`src/rtl/player_packet_rx.sv`:
```
// 8N1 UART deframer for 6-byte player packets; record/errors appear one clock after the final stop-bit sample.
// No backpressure: every pulse is single-cycle and the pkt_* fields hold until the next good packet.
module player_packet_rx #(
  parameter int CLKS_PER_BIT = 868,
  parameter int TIMEOUT_CLKS = 20000
) (
  input  logic       clk_in,
  input  logic       rst_n_in,
  input  logic       rx_in,
  output logic       pkt_valid,
  output logic [1:0] pkt_player_id,
  output logic [1:0] pkt_direction,
  output logic [8:0] pkt_loc_x,
  output logic [8:0] pkt_loc_y,
  output logic [3:0] pkt_state,
  output logic       frame_err,
  output logic       chk_err,
  output logic       timeout_err
);

  localparam int CW = 12;
  localparam int GW = $clog2(TIMEOUT_CLKS + 1);
  localparam logic [CW-1:0] HALF_M1 = CW'(CLKS_PER_BIT / 2 - 1);
  localparam logic [CW-1:0] FULL_M1 = CW'(CLKS_PER_BIT - 1);
  localparam logic [GW-1:0] GAP_M1  = GW'(TIMEOUT_CLKS - 1);
  localparam logic [7:0]    SYNC    = 8'hA5;

  typedef enum logic [1:0] {RX_IDLE, RX_START, RX_DATA, RX_STOP} rx_state_e;
  typedef enum logic {HUNT, COLLECT} asm_state_e;

  rx_state_e   rx_st_q;
  asm_state_e  asm_st_q;
  logic          rx_meta_q, rx_sync_q;
  logic [CW-1:0] cnt_q;
  logic [2:0]    bit_q;
  logic [7:0]    shift_q;
  logic [GW-1:0] gap_q;
  logic [2:0]    idx_q;
  logic [7:0]    xor_q, b1_q, b2_q, b3_q;
  logic [1:0]    b4_hi_q;
  logic          pkt_valid_q, frame_err_q, chk_err_q, timeout_err_q;
  logic [1:0]    id_q, dir_q;
  logic [8:0]    loc_x_q, loc_y_q;
  logic [3:0]    state_q;

  // The stop-bit sample cycle: the byte is complete in shift_q and the assembler acts on it here.
  logic stop_tick, byte_acc, byte_bad;
  assign stop_tick = (rx_st_q == RX_STOP) && (cnt_q == FULL_M1);
  assign byte_acc  = stop_tick && rx_sync_q;
  assign byte_bad  = stop_tick && !rx_sync_q;

  always_ff @(posedge clk_in or negedge rst_n_in) begin
    if (!rst_n_in) begin
      rx_meta_q <= 1'b1;
      rx_sync_q <= 1'b1;
      rx_st_q   <= RX_IDLE;
      cnt_q     <= '0;
      bit_q     <= '0;
      shift_q   <= '0;
    end else begin
      rx_meta_q <= rx_in;
      rx_sync_q <= rx_meta_q;
      unique case (rx_st_q)
        RX_IDLE: begin
          cnt_q <= '0;
          bit_q <= '0;
          if (!rx_sync_q) rx_st_q <= RX_START;
        end
        RX_START: begin
          if (cnt_q == HALF_M1) begin
            cnt_q   <= '0;
            rx_st_q <= rx_sync_q ? RX_IDLE : RX_DATA;
          end else begin
            cnt_q <= cnt_q + 12'd1;
          end
        end
        RX_DATA: begin
          if (cnt_q == FULL_M1) begin
            cnt_q   <= '0;
            shift_q <= {rx_sync_q, shift_q[7:1]};
            bit_q   <= bit_q + 3'd1;
            if (bit_q == 3'd7) rx_st_q <= RX_STOP;
          end else begin
            cnt_q <= cnt_q + 12'd1;
          end
        end
        RX_STOP: begin
          if (stop_tick) begin
            cnt_q   <= '0;
            rx_st_q <= RX_IDLE;
          end else begin
            cnt_q <= cnt_q + 12'd1;
          end
        end
        default: rx_st_q <= RX_IDLE;
      endcase
    end
  end

  always_ff @(posedge clk_in or negedge rst_n_in) begin
    if (!rst_n_in) begin
      asm_st_q      <= HUNT;
      gap_q         <= '0;
      idx_q         <= '0;
      xor_q         <= '0;
      b1_q          <= '0;
      b2_q          <= '0;
      b3_q          <= '0;
      b4_hi_q       <= '0;
      pkt_valid_q   <= 1'b0;
      frame_err_q   <= 1'b0;
      chk_err_q     <= 1'b0;
      timeout_err_q <= 1'b0;
      id_q          <= '0;
      dir_q         <= '0;
      loc_x_q       <= '0;
      loc_y_q       <= '0;
      state_q       <= '0;
    end else begin
      pkt_valid_q   <= 1'b0;
      frame_err_q   <= 1'b0;
      chk_err_q     <= 1'b0;
      timeout_err_q <= 1'b0;
      if (byte_bad) begin
        frame_err_q <= 1'b1;
        asm_st_q    <= HUNT;
      end else if (byte_acc) begin
        gap_q <= '0;
        if (asm_st_q == HUNT) begin
          if (shift_q == SYNC) begin
            asm_st_q <= COLLECT;
            idx_q    <= 3'd1;
            xor_q    <= '0;
          end
        end else if (idx_q == 3'd5) begin
          asm_st_q <= HUNT;
          if (shift_q == xor_q) begin
            pkt_valid_q <= 1'b1;
            id_q        <= b1_q[7:6];
            dir_q       <= b1_q[5:4];
            state_q     <= b1_q[3:0];
            loc_x_q     <= {b4_hi_q[1], b2_q};
            loc_y_q     <= {b4_hi_q[0], b3_q};
          end else begin
            chk_err_q <= 1'b1;
          end
        end else begin
          xor_q <= xor_q ^ shift_q;
          idx_q <= idx_q + 3'd1;
          unique case (idx_q)
            3'd1:    b1_q    <= shift_q;
            3'd2:    b2_q    <= shift_q;
            3'd3:    b3_q    <= shift_q;
            default: b4_hi_q <= shift_q[7:6];
          endcase
        end
      end else if (asm_st_q == COLLECT) begin
        if (gap_q == GAP_M1) begin
          timeout_err_q <= 1'b1;
          asm_st_q      <= HUNT;
          gap_q         <= '0;
        end else begin
          gap_q <= gap_q + GW'(1);
        end
      end
    end
  end

  assign pkt_valid     = pkt_valid_q;
  assign frame_err     = frame_err_q;
  assign chk_err       = chk_err_q;
  assign timeout_err   = timeout_err_q;
  assign pkt_player_id = id_q;
  assign pkt_direction = dir_q;
  assign pkt_loc_x     = loc_x_q;
  assign pkt_loc_y     = loc_y_q;
  assign pkt_state     = state_q;

endmodule

```
`config.mk`:
```
export PLATFORM = sky130hd
export DESIGN_NAME = player_packet_rx
export DESIGN_NICKNAME = d
export VERILOG_FILES = /design/src/rtl/player_packet_rx.sv
export SDC_FILE = /design/constraint.sdc
export NUM_CORES = 1
export LEC_CHECK = 0
export CAP_MARGIN = 20
export CORE_UTILIZATION = 59
export CTS_BUF_LIST = sky130_fd_sc_hd__clkbuf_4 sky130_fd_sc_hd__clkbuf_8 sky130_fd_sc_hd__clkbuf_16
export DETAILED_ROUTE_END_ITERATION = 16
export PLACE_DENSITY_LB_ADDON = 0.15
export SLEW_MARGIN = 30
export SYNTH_ARGS = -nofsm -noshare
export SYNTH_HDL_FRONTEND = slang
export SYNTH_SLANG_ARGS = --single-unit
```
`constraint.sdc`:
```
create_clock -name clk_in -period 2.7 [get_ports clk_in]
set_input_delay 0.405 -clock clk_in [delete_from_list [all_inputs] [get_ports clk_in]]
set_output_delay 0.405 -clock clk_in [all_outputs]
set_load 0.02 [all_outputs]
```
==> results of run 1 <==
[worst max-delay path, stage by stage, from the launching register on]
cell	delay, ps
dfrtp_1	440
or4_4	640
nor4_4	370
and4_1	310
buf_12	200
mux2_1	350
[synth_stat cells, drive strengths merged (5+ instances only)]
cell      n
mux2     63
or4      12
buf      13
nor4      9
inv       8
a211oi    8
xnor2     8
dfrtp   108
o21ai    11
nor2b     5
nor2     20
xor2     10
nand4     8
nand3    14
nand2    30
and2      5
nor3      5
or3       7
nand2b   17
a21o      9
clkbuf   13
ha        9
a21oi     9
[final cells by class]
type / instances / area, µm²
flip-flops and latches: 110 / 2755
fillers: 631 / 2550
multi-input cells: 297 / 2282
repair buffers: 42 / 417.9
well taps: 105 / 131.4
clock buffers: 9 / 123.9
clock inverters: 7 / 91.34
inverters: 8 / 30.03
[sequential cells by signal (all words and copies together), names as in the netlist, 2 cells and up, named ones only]
signal	cells
gap_q	15
cnt_q	12
pkt_loc_x	9
pkt_loc_y	9
b1_q	8
b2_q	8
b3_q	8
shift_q	8
xor_q	8
pkt_state	4
bit_q	3
idx_q	3
b4_hi_q	2
pkt_direction	2
pkt_player_id	2
[where the power goes]
group | internal [mW] | switching, mW | total [mW]
logic | 0.00655 | 0.0319 | 0.0384
registers | 1.65 | 0.00169 | 1.65
clock network | 0.450 | 0.595 | 1.05
[logic make-up (layout without fill, tap and decap cells)]
group,after synthesis,count (layout),share of synthesized area
AOI/OAI and AO/OA,53,53,0.07040
xor gates and xnor gates,18,18,0.03038
adders and majority gates,9,9,0.02170
buffers and inverters,34,66,0.03086
DFF,110,110,0.5309
muxes,68,68,0.1487
and+or+nand+nor,149,149,0.1671
[worst max-delay path by stage]
stage / from / end / slack [ps] / cells after the start
after floorplan: cnt_q[2] / b4_hi_q[1] / 350 / 5
after global placement: cnt_q[2] / b4_hi_q[1] / 360 / 4
after detailed placement: cnt_q[2] / pkt_direction[0] / 300 / 5
after CTS: cnt_q[2] / pkt_direction[0] / 250 / 5
after global routing: cnt_q[2] / pkt_loc_x[0] / 190 / 5
final: cnt_q[2] / pkt_loc_x[0] / 270 / 5
[layer usage]
| layer | track usage | vias to the layer above |
|---|---|---|
| met1 | 0.3127 | 1701 |
| li1 | - | 1627 |
| met3 | 0.03081 | 12 |
| met4 | 0.08209 | 0 |
| met2 | 0.3500 | 65 |
| met5 | 0 | - |
[per-stage QoR]
stage,utilization,std cells
finish,0.6958,578
global route,0.6958,578
CTS,0.6958,578
detailed placement,0.6701,562
global placement,0.6701,562
floorplan,-,441
[layout by cell type (no fill, tap or decap), drive strengths merged, types with 3 or more instances in the layout]
cell / count
nor2b: 5
clkbuf: 9
nor3: 5
and2: 5
nand4b: 4
a21oi: 9
a21o: 9
xor2: 10
nor4: 9
nand2b: 17
nor2: 20
buf: 11
ha: 9
a22o: 4
nand4: 8
xnor2: 8
mux2i: 4
clkdlybuf4s50: 31
mux2: 63
dfrtp: 108
nand2: 30
clkinv: 3
nand3: 14
inv: 10
or4: 12
or3: 7
o21ai: 11
a211oi: 8
==> summary.md, run 1 <==
| Metric | Value |
|---|---|
| Outcome | `finished, final reports clean` |
| DP HPWL | `6.416 mm` |
| Initial drt markers | `115` |
| Overall power | `2.734 mW` |
| CP startpoint kind | `flop` |
| Vias | `3405` |
| Max Cap Viol | `0` |
| Final ANT Viol Nets | `0` |
| GPL Wtd Cong | `0.8214` |
| LEAKAGE | `2.700 nW` |
| Grt ovf | `0` |
| Die H | `95.79 µm` |
| H-tree lvl count | `3` |
| Hold WS | `18.81 ps` |
| FF-to-FF path depth | `5` |
| Vias in the first global route | `3131` |
| CTS Hold Buffers Added | `0` |
| Antenna violations before repair | `0` |
| CTS Sinks | `110` |
| Layout Skew | `14.56 ps` |
| Worst slack, placed | `301.5 ps` |
| CTS max path bufs | `2` |
| RSZ-0062 raised after global routing | `no` |
| Aggregate global-route resource usage | `0.2213` |
| Setup violations, final | `0` |
| Placement Rows | `33` |
| Initial Util | `0.6192` |
| Net Count, Synth | `453` |
| Yosys cell types | `53` |
| Max Slew Vio Count | `0` |
| First-pass GRT wire length | `15.43 mm` |
| Ys flop type | `dfrtp_1` |
| TritonCTS clock tree | `built` |
| Fin nets | `480` |
| Area Growth Syn to Fin | `12.37%` |
| Top sig layer | `met4` |
| Number of synthesized flops with an enable pin | `0` |
| Clock-pin transition on the worst setup and hold timing paths | `120 ps` |
| Core footprint | `8382 µm²` |
| Die width | `95.79 µm` |
| Met1 wire length | `4.419 mm` |
| Synth Area per Inst | `11.77 µm²` |
| CP required | `2960 ps` |
| Final worst-path setup slack | `269.9 ps` |
| Worst r2r dst | `pkt_loc_x[0]` |
| Total wire length | `9.293 mm` |
| Flops & latches, synth | `110` |
| Root Driver | `clkbuf_8` |
| Synth top area share | `0.5207` |
| Sequential share of the synthesized area | `0.5309` |
| Port Buf Inserts | `32` |
| N_diodes | `0` |
| Synth top area cells | `dfrtp_1 (52%), mux2_2 (8.9%), mux2_1 (4.8%)` |
| Clk_lat worst skew | `370 ps` |
| Async set or reset register ratio after synthesis | `1.000` |
| Rel. slew slack | `0.5606` |
| # IOs | `33` |
| Final worst-path cycle share | `0.9000` |
| Reg2Reg Launch Point | `cnt_q[2]` |
| Ys Warns | `0` |
| Leading area contributor after synthesis | `dfrtp_1` |
| Power density over cell area | `468.9 nW/µm²` |
| Post-synthesis instance area | `5190 µm²` |
| Worst-path fanout max | `26` |
| Final Hold Fails | `0` |
| Worst vdd ir | `0.0002884 V` |
| Routed wl met3 | `266 µm` |
| Remaining DRCs | `0` |
| Vias/cell | `5.891` |
| Layout cells sized above 1 | `0.1691` |
| Final instance area | `5832 µm²` |
| Setup slack, reg-to-reg | `270 ps` |
| Setup_tns | `0 ps` |
| Die Area | `9176 µm²` |
| Worst-margin pin slew | `657.1 ps` |
| Clock period minus final worst setup slack | `2430 ps` |
| CTS resizes | `0` |
| Crit end category | `flop` |
| Routed len/inst | `16.08 µm` |
| Worst hold path class | `input pin to asynchronous set/reset pin` |
| Setup repair bufs after CTS | `0` |
| First drt pass iteration count | `4` |
| Largest net degree at the start of global routing | `49` |
| CP arrival | `2690 ps` |
| Post-place instance area | `5617 µm²` |
| Fmax | `0.4115 GHz` |
| CTS Buf Count | `9` |
| Critical setup path kind | `flop to flop` |
| Cells after Synth | `441` |
| Met2 wire length | `4.434 mm` |
Note: power is estimated with default switching activity, not from simulation.
==> run 2, diff against run 1 <==
--- a/config.mk
+++ b/config.mk
@@ -6,7 +6,9 @@
 export NUM_CORES = 1
 export LEC_CHECK = 0
 export CAP_MARGIN = 20
-export CORE_UTILIZATION = 59
+export CELL_PAD_IN_SITES_DETAIL_PLACEMENT = 0
+export CELL_PAD_IN_SITES_GLOBAL_PLACEMENT = 1
+export CORE_UTILIZATION = 48
 export CTS_BUF_LIST = sky130_fd_sc_hd__clkbuf_4 sky130_fd_sc_hd__clkbuf_8 sky130_fd_sc_hd__clkbuf_16
 export DETAILED_ROUTE_END_ITERATION = 16
 export PLACE_DENSITY_LB_ADDON = 0.15
==> run 2 against run 1 <==
  * Clock skew up 1.6 ps
  * Critical path depth up 1
  * Sequential share of layout area down 0.44 points
  * Critical path type unchanged
  * Clock power down 6%
  * First-iteration DRC count down 13%
  * Largest power group unchanged
  * Total power down 2.0%
  * Sequential power about the same
  * Wire length up 2.7%
  * Critical endpoint is now xor_q[1]
  * Highest routed layer unchanged
  * Count of clock-buffer cells in the layout up 1
  * Core utilization down 13 points
==> summary.md, run 2 (synthesis results as in run 1) <==
| Metric | Value |
|---|---|
| CTS Hold Buffers Added | `1` |
| FF+latch area | `2755 µm²` |
| Max Slew Vio Count | `0` |
| Clock power share | `0.369` |
| Power density over cell area | `455.2 nW/µm²` |
| Clk_lat worst skew | `370 ps` |
| CP startpoint kind | `flop` |
| First drt pass iteration count | `4` |
| Multi-input gate area | `2282 µm²` |
| CP arrival | `2690 ps` |
| Critical path buffers and inverters | `1` |
| Setup repair bufs after CTS | `0` |
| Vias/cell | `5.537` |
| Worst hold path class | `flop to flop` |
| Antenna violations before repair | `0` |
| Final core occ | `0.5652` |
| CP required | `2970 ps` |
| DP HPWL | `6.395 mm` |
| Final worst-path setup slack | `280.7 ps` |
| CP max stage cell | `or4_1` |
| Fmax | `0.4133 GHz` |
| Max Cap Viol | `0` |
| # IOs | `33` |
| Delay of the slowest critical-path stage | `500 ps` |
| Worst-margin pin slew | `500.7 ps` |
| LEAKAGE | `2.709 nW` |
| Final Hold Fails | `0` |
| Grt ovf | `0` |
| Die Area | `11230 µm²` |
| Layout cells sized above 1 | `0.1740` |
| Final ANT Viol Nets | `0` |
| Remaining DRCs | `0` |
| Largest regs | `gap_q x15, cnt_q x12` |
| Placement Rows | `37` |
| Power share of the combinational group | `0.015` |
| Worst-path fanout max | `12` |
| Family with the most delay on the worst path | `simple AND/OR/NAND/NOR gates` |
| Switching part of the total | `0.2377` |
| CTS Sinks | `110` |
| GPL Wtd Cong | `0.8019` |
| Die H | `106.0 µm` |
| RSZ-0062 raised after global routing | `no` |
| Cell-by-cell trace of the critical path | `ha_1 -> nand4b_1 -> buf_4 -> or4_1 -> a21o_1 -> a21o_1` |
| Clock-pin transition on the worst setup and hold timing paths | `110 ps` |
| Fin nets | `484` |
| CP most frequent cell | `a21o_1` |
| Sw Pwr | `637.0 µW` |
| Vias in the first global route | `3362` |
| H-tree lvl count | `3` |
| Seq pwr share | `0.616` |
| Setup_tns | `0 ps` |
| TritonCTS clock tree | `built` |
| Biggest register | `gap_q` |
| Area Growth Syn to Fin | `13.43%` |
| Outcome | `finished, final reports clean` |
| Layout Skew | `16.19 ps` |
| Clock period minus final worst setup slack | `2419 ps` |
| Initial drt markers | `100` |
| Core footprint | `10420 µm²` |
| Max FFs per register | `15` |
| Vias | `3394` |
| Die width | `106.0 µm` |
| Port Buf Inserts | `32` |
| Initial Util | `0.4983` |
| Total wire length | `9.545 mm` |
| First-pass GRT wire length | `16.67 mm` |
| Int Pwr | `2.043 mW` |
| Rel. slew slack | `0.6662` |
| Worst slack, placed | `278.0 ps` |
| Commonest non-fill, non-tap cell in the layout | `dfrtp_1` |
| Setup violations, final | `0` |
| Fill count | `886` |
| Aggregate global-route resource usage | `0.1886` |
| Critical setup path kind | `flop to flop` |
| CTS max path bufs | `2` |
| Worst vdd ir | `0.0002407 V` |
| CTS resizes | `0` |
| Final worst-path cycle share | `0.8960` |
| Largest net degree at the start of global routing | `49` |
| Hold WS | `366.4 ps` |
| CTS Buf Count | `9` |
| Routed len/inst | `15.57 µm` |
| Crit end category | `flop` |
| Root Driver | `clkbuf_8` |
| N_diodes | `0` |
| Most frequent cells in the layout | `dfrtp_1 (108), mux2_2 (41), clkdlybuf4s50_1 (31), nand2_1 (30), mux2_1 (22)` |
[run 2: changes by cell type in the layout (fill, tap and decap cells not counted)]
| cell | delta |
|---|---|
| buf_4 | +3 |
| clkinv_4 | -2 |
| inv_6 | +2 |
| bufinv_16 | -1 |
| clkbuf_8 | +1 |
| dlygate4sd3_1 | +1 |
[run 2: metrics by stage]
step	instances	instance area (µm²)	power, mW
2_1_floorplan	441	5190	1.684
3_3_place_gp	596	5678	1.725
3_5_place_dp	596	5678	1.725
4_1_cts	613	5887	2.719
5_1_grt	613	5887	2.775
6_report	613	5887	2.680
[run 2: layout make-up]
| type | count | share of cell area |
|---|---|---|
| sequential | 110 | 0.4680 |
| multi-input combinational | 297 | 0.3877 |
| timing repair buffer | 46 | 0.07651 |
| tap | 136 | 0.02891 |
| clock buffer | 10 | 0.02338 |
| clock inverter | 6 | 0.01041 |
| inverter | 8 | 0.005101 |
[run 2: path summary, 6_finish.rpt]
path / startpoint / to / slack [ps] / cells after the start
setup / recovery: cnt_q[0] / xor_q[1] / 280 / 6
setup reg to reg: cnt_q[0] / xor_q[1] / 280 / 6
hold reg to reg: rx_meta_q / rx_sync_q / 370 / 0
min in group asynchronous: rst_n_in / pkt_loc_x[5] / 520 / 2
hold / removal: rx_meta_q / rx_sync_q / 370 / 0
max in group asynchronous: rst_n_in / rx_sync_q / 1370 / 3
[run 2: per-layer routing]
metal / part of all wire / global-route usage
met2: 0.48 / 0.3025
met1: 0.48 / 0.2617
met5: 0 / 0
met4: 0.012 / 0.06448
met3: 0.024 / 0.02943
[run 2: power groups by stage]
stage	Combinational, mW	Clock (mW)	Sequential [mW]
after floorplan	0.00101	0	1.68
after global placement	0.0413	0	1.68
after detailed placement	0.0423	0	1.68
after CTS	0.0435	1.02	1.65
after global routing	0.0481	1.08	1.65
final	0.0403	0.988	1.65
